## src/rtl/led_regs_pkg.sv

```systemverilog
// Shared constants, types and helpers for the LED shadow register file.
package led_regs_pkg;

    localparam int unsigned Mode1Idx = 0;
    localparam int unsigned Mode2Idx = 1;
    localparam int unsigned OchBit   = 3;
    localparam int unsigned FullBit  = 4;
    localparam int unsigned FieldW   = 13;

    localparam int unsigned ByteOnL  = 0;
    localparam int unsigned ByteOnH  = 1;
    localparam int unsigned ByteOffL = 2;
    localparam int unsigned ByteOffH = 3;

    localparam logic [7:0] LoByteRst  = 8'h00;
    localparam logic [7:0] OnHRst     = 8'h00;
    localparam logic [7:0] OffHRst    = 8'h10;
    localparam logic [FieldW-1:0] OnFieldRst  = 13'h0000;
    localparam logic [FieldW-1:0] OffFieldRst = 13'h1000;

    typedef enum logic [0:0] {
        StIdle,
        StScan
    } scan_state_e;

    // hi carries only the bits that matter: [4] full flag, [3:0] count MSBs.
    function automatic logic [FieldW-1:0] pack_field(input logic [4:0] hi, input logic [7:0] lo);
        return {hi[FullBit], hi[3:0], lo};
    endfunction

endpackage

```

## src/rtl/led_commit_scan.sv

```systemverilog
// Sequential commit-on-STOP scanner: walks every channel index once per start pulse.
module led_commit_scan
    import led_regs_pkg::*;
#(
    parameter int unsigned NUM_CHANNELS = 16,
    localparam int unsigned IdxW = (NUM_CHANNELS > 1) ? $clog2(NUM_CHANNELS) : 1
) (
    input  logic            clk_i,
    input  logic            rst_i,
    input  logic            start_i,
    output logic            scan_valid_o,
    output logic [IdxW-1:0] scan_idx_o,
    output logic            scan_busy_o
);

    localparam logic [IdxW-1:0] LastIdx = IdxW'(NUM_CHANNELS - 1);

    scan_state_e     state_q, state_d;
    logic [IdxW-1:0] idx_q, idx_d;

    always_ff @(posedge clk_i) begin
        if (rst_i) begin
            state_q <= StIdle;
            idx_q   <= '0;
        end else begin
            state_q <= state_d;
            idx_q   <= idx_d;
        end
    end

    always_comb begin
        state_d = state_q;
        idx_d   = idx_q;
        // A new start always wins, including mid-scan restarts.
        if (start_i) begin
            state_d = StScan;
            idx_d   = '0;
        end else begin
            unique case (state_q)
                StIdle: begin
                    idx_d = '0;
                end
                StScan: begin
                    if (idx_q == LastIdx) begin
                        state_d = StIdle;
                        idx_d   = '0;
                    end else begin
                        idx_d = idx_q + 1'b1;
                    end
                end
                default: begin
                    state_d = StIdle;
                    idx_d   = '0;
                end
            endcase
        end
    end

    assign scan_valid_o = (state_q == StScan);
    assign scan_idx_o   = idx_q;
    assign scan_busy_o  = (state_q == StScan);

endmodule

```

## src/rtl/led_shadow_regs.sv

```systemverilog
// Staged/active LED register file: bytes written over I2C are staged, then committed
// atomically per channel either on write-ACK (OCH=1) or by a scan after STOP (OCH=0).
module led_shadow_regs
    import led_regs_pkg::*;
#(
    parameter int unsigned NUM_CHANNELS = 16,
    parameter logic [7:0]  BASE_ADDR    = 8'h06,
    parameter logic [7:0]  ALL_ADDR     = 8'hFA,
    parameter logic [7:0]  MODE1_RST    = 8'h11,
    parameter logic [7:0]  MODE2_RST    = 8'h04
) (
    input  logic                           clk_i,
    input  logic                           rst_i,
    input  logic                           wr_en_i,
    input  logic [7:0]                     wr_addr_i,
    input  logic [7:0]                     wr_data_i,
    input  logic [7:0]                     rd_addr_i,
    output logic [7:0]                     rd_data_o,
    input  logic                           i2c_stop_i,
    output logic [7:0]                     mode1_o,
    output logic [7:0]                     mode2_o,
    output logic [FieldW*NUM_CHANNELS-1:0] led_on_o,
    output logic [FieldW*NUM_CHANNELS-1:0] led_off_o,
    output logic [NUM_CHANNELS-1:0]        commit_o,
    output logic                           scan_busy_o
);

    localparam int NumGen = int'(BASE_ADDR);
    localparam int NumCh  = int'(NUM_CHANNELS);
    localparam int unsigned IdxW = (NUM_CHANNELS > 1) ? $clog2(NUM_CHANNELS) : 1;
    localparam logic [8:0] ChSpan = 9'(4 * NUM_CHANNELS);

    logic [7:0]        gen_q   [NumGen];
    logic [7:0]        gen_d   [NumGen];
    logic [7:0]        stage_q [NumCh][4];
    logic [7:0]        stage_d [NumCh][4];
    logic [3:0]        dirty_q [NumCh];
    logic [3:0]        dirty_d [NumCh];
    logic [FieldW-1:0] on_q    [NumCh];
    logic [FieldW-1:0] on_d    [NumCh];
    logic [FieldW-1:0] off_q   [NumCh];
    logic [FieldW-1:0] off_d   [NumCh];

    logic [NUM_CHANNELS-1:0] commit_now, commit_q;
    logic [7:0]              rd_next, rd_data_q;
    logic                    och, scan_start, scan_valid;
    logic [IdxW-1:0]         scan_idx;

    logic       wr_is_gen, wr_is_ch, wr_is_all;
    logic [8:0] wr_off, wr_all_off;
    logic       rd_is_gen, rd_is_ch;
    logic [8:0] rd_off;

    assign och        = gen_q[Mode2Idx][OchBit];
    assign scan_start = i2c_stop_i && !och;

    led_commit_scan #(
        .NUM_CHANNELS (NUM_CHANNELS)
    ) u_scan (
        .clk_i        (clk_i),
        .rst_i        (rst_i),
        .start_i      (scan_start),
        .scan_valid_o (scan_valid),
        .scan_idx_o   (scan_idx),
        .scan_busy_o  (scan_busy_o)
    );

    // Address decode done in 9 bits so BASE/ALL windows near 8'hFF cannot wrap.
    assign wr_off     = {1'b0, wr_addr_i} - {1'b0, BASE_ADDR};
    assign wr_all_off = {1'b0, wr_addr_i} - {1'b0, ALL_ADDR};
    assign wr_is_gen  = wr_addr_i < BASE_ADDR;
    assign wr_is_ch   = !wr_is_gen && (wr_off < ChSpan);
    assign wr_is_all  = (wr_addr_i >= ALL_ADDR) && (wr_all_off < 9'd4);

    assign rd_off    = {1'b0, rd_addr_i} - {1'b0, BASE_ADDR};
    assign rd_is_gen = rd_addr_i < BASE_ADDR;
    assign rd_is_ch  = !rd_is_gen && (rd_off < ChSpan);

    always_comb begin
        gen_d   = gen_q;
        stage_d = stage_q;
        dirty_d = dirty_q;
        on_d    = on_q;
        off_d   = off_q;

        // Commits sample the pre-write staged bytes; a same-cycle write re-dirties after.
        for (int c = 0; c < NumCh; c++) begin
            commit_now[c] = (och && !wr_en_i && (&dirty_q[c])) ||
                            (scan_valid && (scan_idx == IdxW'(c)) && (|dirty_q[c]));
            if (commit_now[c]) begin
                on_d[c]    = pack_field(stage_q[c][ByteOnH][4:0], stage_q[c][ByteOnL]);
                off_d[c]   = pack_field(stage_q[c][ByteOffH][4:0], stage_q[c][ByteOffL]);
                dirty_d[c] = 4'h0;
            end
        end

        if (wr_en_i) begin
            for (int g = 0; g < NumGen; g++) begin
                if (wr_is_gen && (wr_addr_i == 8'(g))) begin
                    gen_d[g] = wr_data_i;
                end
            end
            for (int c = 0; c < NumCh; c++) begin
                for (int b = 0; b < 4; b++) begin
                    if ((wr_is_ch && (wr_off[8:2] == 7'(c)) && (wr_off[1:0] == 2'(b))) ||
                        (wr_is_all && (wr_all_off[1:0] == 2'(b)))) begin
                        stage_d[c][b] = wr_data_i;
                        dirty_d[c][b] = 1'b1;
                    end
                end
            end
        end
    end

    always_comb begin
        rd_next = 8'h00;
        for (int g = 0; g < NumGen; g++) begin
            if (rd_is_gen && (rd_addr_i == 8'(g))) begin
                rd_next = gen_q[g];
            end
        end
        for (int c = 0; c < NumCh; c++) begin
            for (int b = 0; b < 4; b++) begin
                if (rd_is_ch && (rd_off[8:2] == 7'(c)) && (rd_off[1:0] == 2'(b))) begin
                    rd_next = stage_q[c][b];
                end
            end
        end
    end

    always_ff @(posedge clk_i) begin
        if (rst_i) begin
            for (int g = 0; g < NumGen; g++) begin
                gen_q[g] <= 8'h00;
            end
            gen_q[Mode1Idx] <= MODE1_RST;
            gen_q[Mode2Idx] <= MODE2_RST;
            for (int c = 0; c < NumCh; c++) begin
                stage_q[c][ByteOnL]  <= LoByteRst;
                stage_q[c][ByteOnH]  <= OnHRst;
                stage_q[c][ByteOffL] <= LoByteRst;
                stage_q[c][ByteOffH] <= OffHRst;
                dirty_q[c]           <= 4'h0;
                on_q[c]              <= OnFieldRst;
                off_q[c]             <= OffFieldRst;
            end
            commit_q  <= '0;
            rd_data_q <= 8'h00;
        end else begin
            gen_q     <= gen_d;
            stage_q   <= stage_d;
            dirty_q   <= dirty_d;
            on_q      <= on_d;
            off_q     <= off_d;
            commit_q  <= commit_now;
            rd_data_q <= rd_next;
        end
    end

    for (genvar c = 0; c < NumCh; c++) begin : g_pack
        assign led_on_o[FieldW*c +: FieldW]  = on_q[c];
        assign led_off_o[FieldW*c +: FieldW] = off_q[c];
    end

    assign rd_data_o = rd_data_q;
    assign mode1_o   = gen_q[Mode1Idx];
    assign mode2_o   = gen_q[Mode2Idx];
    assign commit_o  = commit_q;

endmodule

```

## config.mk

```make
export PLATFORM = sky130hd
export DESIGN_NAME = led_shadow_regs
export DESIGN_NICKNAME = d
export VERILOG_FILES = /design/src/rtl/led_regs_pkg.sv /design/src/rtl/led_commit_scan.sv /design/src/rtl/led_shadow_regs.sv
export SDC_FILE = /design/constraint.sdc
export NUM_CORES = 2
export LEC_CHECK = 0
export ABC_CLOCK_PERIOD_IN_PS = 8650
export CAP_MARGIN = 5
export CORE_MARGIN = 4
export CORE_UTILIZATION = 45
export CTS_CLUSTER_SIZE = 28
export DETAILED_ROUTE_END_ITERATION = 8
export PLACE_DENSITY = 0.69
export RECOVER_POWER = 100
export SLEW_MARGIN = 0
export SYNTH_ARGS = -nofsm -noshare
export SYNTH_HDL_FRONTEND = slang
export SYNTH_SLANG_ARGS = --single-unit
```

## constraint.sdc

```tcl
create_clock -name clk_i -period 8.65 [get_ports clk_i]
set_input_delay 0.865 -clock clk_i [delete_from_list [all_inputs] [get_ports clk_i]]
set_output_delay 0.865 -clock clk_i [all_outputs]
set_load 0.1 [all_outputs]
```

# After elaboration in Yosys (flattened, before gate mapping)
# Index checks and enable logic that the tools add are counted.
# word_totals
ramBits,0
mem_count,0
latchBits,0
mem_bits_ro,0
register_bits,1069
inputBits,28
# op_classes
muxes,156
div,0
shifts,0
order_cmp,6
eq_ne,64
n_bitwise,1
n_mul,0
n_reduce_logical,424
addsub,4
# op_table
op,count
$mux 8,70
$logic_and 1x1->1,229
$reduce_and 2->1,70
$eq 7x4->1 const B,16
$logic_or 1x1->1,80
$mux 4,17
$mux 1,67
$mux 64,1
$reduce_and 4->1,16
$reduce_or 4->1,16
$eq 7x3->1 const B,8
$eq 4x4->1 const B,8
$eq 8x2->1 const B,4
$eq 8x3->1 const B,4
$eq 7x2->1 const B,4
$lt 9x7->1 const B,2
$sub 8x3->9 const B,2
$eq 4x3->1 const B,4
$eq 8x1->1 const B,2
$logic_not 8->1,2
$lt 8x3->1 const B,2
$eq 7x1->1 const B,2
$logic_not 7->1,2
$eq 2x2->1 const B,6
other kinds (13),21

# Depth between registers and ports, before layout
# logic_depth
depth_word,72
mapped_depth,14
ltp_nobuf,9

# By module
# Synthesis repeated with hierarchy kept, for this count alone.
# hier_totals
cells_unflattened,5418
hier_area_um2,45576.2
# by_module_without_submodules
mod,seq_area_each_um2,cells_per_inst,area_per_inst_um2,n_inst
led_shadow_regs,21300.4,5398,45392.3,1
led_commit_scan,100.1,20,183.9,1

# Worst setup path after synthesis
# Ideal clock, no wire load.
# synth_path
kind,input -> register
start,input rd_addr_i[1]
end,"register rd_data_q[3], in the netlist rd_data_o[3]"
cell_stages,12
path_buffers,3
arrival_time_ps,3292
t_required_ps,8534
setup_slack_ps,5241
setup_ps,116
cell_sequence,ha_1 buf_6 xnor2_2 buf_6 nor3_1 o21ai_0 clkbuf_1 o32ai_1 o41ai_1 o21ai_0 a21oi_1 a31o_2
# synth_via
elab_chain_len,72
word_cells_on_any_way,187
cone_classes,add/sub: 1; order compare: 2; eq/ne: 23; mux: 70; reduce/logical: 91
# synth_lines
element,line_no,rtl
start: declaration,led_shadow_regs.sv:17,"input logic [7:0] rd_addr_i,"
branches (longest 71 deep; another with $sub 8x3->9),n/a,
$mux 8 *,led_shadow_regs.sv:124,if (rd_is_ch && (rd_off[8:2] == 7'(c)) && (rd_off[1:0] == 2'(b))) begin
end signal: assignment,led_shadow_regs.sv:156,rd_data_q <= rd_next;
end: declaration,led_shadow_regs.sv:45,"logic [7:0] rd_next, rd_data_q;"
# Mark *: on every way between the ends.
# A chain may end at the register's enable or synchronous reset.

# Final worst setup path
# layout_path
start,input wr_addr_i[1]
end,register stage_q[67] (netlist name)
# layout_via
elab_chain_len,7
word_cells_on_any_way,17
cone_classes,add/sub: 2; order compare: 4; eq/ne: 3; reduce/logical: 8
# layout_lines
element,line_no,rtl
start: declaration,led_shadow_regs.sv:15,"input logic [7:0] wr_addr_i,"
$sub 8x3->9 or $lt 8x3->1 (tied branches),"led_shadow_regs.sv:69, led_shadow_regs.sv:71",
$lt 9x7->1 or $logic_not 1->1 (tied branches),led_shadow_regs.sv:72,assign wr_is_ch = !wr_is_gen && (wr_off < ChSpan);
$logic_and 1x1->1,led_shadow_regs.sv:72,
$logic_and 1x1->1 (2 in series),led_shadow_regs.sv:105,if ((wr_is_ch && (wr_off[8:2] == 7'(c)) && (wr_off[1:0] == 2'(b))) ||
$logic_or 1x1->1 *,led_shadow_regs.sv:105,
$reduce_and 2->1 (no source line) *,n/a,
end signal: indexed assignment,led_shadow_regs.sv:139,stage_q[c][ByteOnL] <= LoByteRst;
end signal: indexed assignment,led_shadow_regs.sv:140,stage_q[c][ByteOnH] <= OnHRst;
end signal: indexed assignment,led_shadow_regs.sv:141,stage_q[c][ByteOffL] <= LoByteRst;
end: declaration,led_shadow_regs.sv:35,logic [7:0] stage_q [NumCh][4];
# Mark *: on every way between the ends. The rest lies on a longest branch, timed or not.

==> flow_metrics.tcl <==
set metrics [dict create \
    status "complete, but fails checks" \
    violations "capacitance limit, slew limit" \
    clk_pin_slew_ns 0.06 \
    hp-class "flop to flop" \
    core_area_um2 100000 \
    p_leak_uw 0.0212 \
    yosysMostFrequentCell "dfxtp_1" \
    setup_violations 0 \
    path_buf_inv 2 \
    use_met1 0.456 \
    ys_types 89 \
    routed_wl_um 184000 \
    async_reset_ff_frac 0 \
    grt_pass1_vias 40500 \
    fin_tns_setup_ns 0 \
    wire_per_inst_um 25.4 \
    final_antenna_net_count 0 \
    post-dp-hpwl_um 126000 \
    vias_per_cell 6.12 \
    vias 44300 \
    powerDensity_nw_per_um2 191 \
    grt.overflow.total 0 \
    maxSlewHeadroom -1.96 \
    post-route-drc-count 0 \
    clk_latency_ns 0.72 \
    startpoint_type "primary input" \
    numCtsBuffers 110 \
    finalClockSkew_ns 0.0432 \
    postCtsHoldBufs 0 \
    grt_most_used_layer "met2" \
    die_h_um 327 \
    cap_violations 19 \
    nets 5827 \
    dpl_worst_slack_ns 2.88 \
    grt_max_degree 240 \
    rows 116 \
    clock-sinks 1069 \
    rsz0062_at_grt "false" \
    grt_use_met2 0.478 \
    synth_top_cell_area_share 0.468 \
    crit_path_max_incr_delay_ns 2.26 \
    comb_power_share 0.058 \
    globalplace.congestion 1.01 \
    initial_core_util 0.455 \
    vdd_drop_max_mv 0.159 \
    syn_area_per_cell_um2 8.19 \
    fillCellCount 9315 \
    path_delay_family "compound AO/OA/AOI/OAI gates" \
    fmax_mhz 166 \
    switchingPower_uw 2540 \
    clock_power_share 0.469 \
    postCtsSetupBuffers 0 \
    hold_viol 0 \
    cts_tree "built" \
    portBuffers 484 \
    seq_power_share 0.473 \
    worstPathRequired_ns 9.02 \
    met3_usage 0.0833 \
    critPathCaptureType "flop" \
    post-route-util 0.546 \
    firstDrtPassIters 7 \
    seq_area_frac_synth 0.468 \
    clockBufferDepth 3 \
    drive_gt1_frac 0.0662 \
    post-route-period-util 0.697 \
    crit_fanout 35 \
    drtIter0Drc 6182 \
    yosys.area.top_type "dfxtp_1" \
    grt_pass1_wl_um 269000 \
    layout_setup_ws_ns 2.62 \
    crit_path_top_delay_cell "a31oi_1" \
    ys.flop_type "dfxtp_1" \
    cts_root_buf "clkbuf_16" \
    die_area_um2 107000 \
    finalMaxSlewViolations 799 \
    cp.arrival_ns 6.41 \
    mappedNetlistArea_um2 45700 \
    pin_count 485 \
    synthTopCellsByArea "dfxtp_1 (47%), a21oi_1 (8.5%), nand2_1 (8.5%)" \
    die_width_um 327 \
    crit_type "primary input to flop" \
    ys_ff_latch 1069 \
    synth.net_count 5617 \
    area_growth_pct 20.0 \
    synthCells 5582 \
    crit_path_frequent_cell "a21oi_1" \
    p_int_uw 7910 \
    p_sw_frac 0.243 \
    synth_edf_count 0 \
    worst_pin_slew_ns 4.44 \
    synthTopCellsByCount "dfxtp_1 (1069), nand2_1 (1030), a21oi_1 (773)" \
    antenna_found_initial 10 \
    ys_warn_count 0 \
    min_period_ns 6.03 \
    grt_util_all_layers 0.326 \
    htreeDepth 3 \
    path_cells "dlygate4sd3_1 -> inv_1 -> ha_1 -> nand4b_1 -> a21oi_1 -> and4_1 -> a31oi_1 -> nor2_1 -> nand2_1 -> a21oi_1" \
    cts.repair.resized 0 \
]
final cells by class:
type / count / area, um^2 / area share
Antenna cell: 9 / 22.5 / 0.000411
Clock buffer: 158 / 3180 / 0.0581
Clock inverter: 39 / 524 / 0.00956
Inverter: 23 / 86.3 / 0.00157
Multi-Input combinational cell: 4010 / 22500 / 0.409
Sequential cell: 1069 / 21400 / 0.390
Tap cell: 1357 / 1700 / 0.0310
Timing Repair Buffer: 578 / 5480 / 0.100
per-layer routing:
metal,vias to the layer above,wire (um)
li1,19900,-
met2,2631,77900
met4,8,8240
met1,21300,76100
met5,-,61
met3,458,21700
registers in the layout, indices dropped and copies added (netlist names):
name / flops
commit_o: 16
dirty_q: 64
gen_q: 32
led_off_o: 208
led_on_o: 208
mode1_o: 8
mode2_o: 8
rd_data_o: 8
stage_q: 512
u_scan.scan_busy_o: 1
u_scan.scan_idx_o: 4
layout by cell type (no fill, tap or decap), types with 18 or more instances in the layout:
cell and n:
nor2b_1 43, o22a_1 18, nor2_1 539, nand2_1 1030
a31oi_1 28, o22ai_1 54, a21oi_1 766, clkbuf_16 111
a211o_1 38, buf_4 76, nor4_1 28, mux2i_1 382
nor3_1 51, a211oi_1 37, dlygate4sd3_1 458, o21ai_0 343
dfxtp_1 1069, o211ai_1 21, inv_1 21, nand3_1 171
mux2_2 41, nand4_1 40, or3_1 18, clkbuf_1 39
clkbuf_8 25
worst min-delay path: stages (launching register included):
cell and delay, ns:
dfxtp_1 0.30, nand2_1 0.05, a21oi_1 0.05
power groups by stage:
stage / Clock (uW) / Combinational (uW) / Sequential [uW]
after floorplan: 0 / 344 / 5070
after global placement: 0 / 579 / 5060
after detailed placement: 0 / 577 / 5060
after CTS: 4940 / 578 / 4950
after global routing: 5140 / 617 / 4940
final: 4910 / 602 / 4950
cell families (layout without fill, tap and decap cells):
| group | count (synthesis) | count (layout) | synth area share |
|---|---|---|---|
| AOI/OAI and AO/OA | 1529 | 1529 | 0.195 |
| xor gates and xnor gates | 12 | 12 | 0.00263 |
| buffers and inverters | 503 | 798 | 0.0443 |
| other | 0 | 9 | 0 |
| and+or+nand+nor | 2025 | 2025 | 0.187 |
| DFF | 1069 | 1069 | 0.468 |
| muxes | 437 | 437 | 0.101 |
| adders and majority gates | 7 | 7 | 0.00192 |
final timing paths:
path	start	endpoint	slack [ns]	cells after the start
hold / removal	led_on_o[98]	led_on_o[98]	0.45	2
setup reg to reg	mode2_o[3]	led_off_o[165]	4.18	7
setup / recovery	wr_addr_i[1]	stage_q[67]	2.62	10
hold reg to reg	led_on_o[98]	led_on_o[98]	0.45	2
stage by stage:
step	hold WS, ns	cells	power [uW]	area [um^2]
detailed placement	0.444	7036	5630	51200
global route	0.464	7238	10700	54800
global placement	0.439	7036	5630	51200
finish	0.449	7243	10500	54900
CTS	0.453	7233	10500	55000
floorplan	0.433	5582	5410	45700
(Power assumes the default switching activity.)
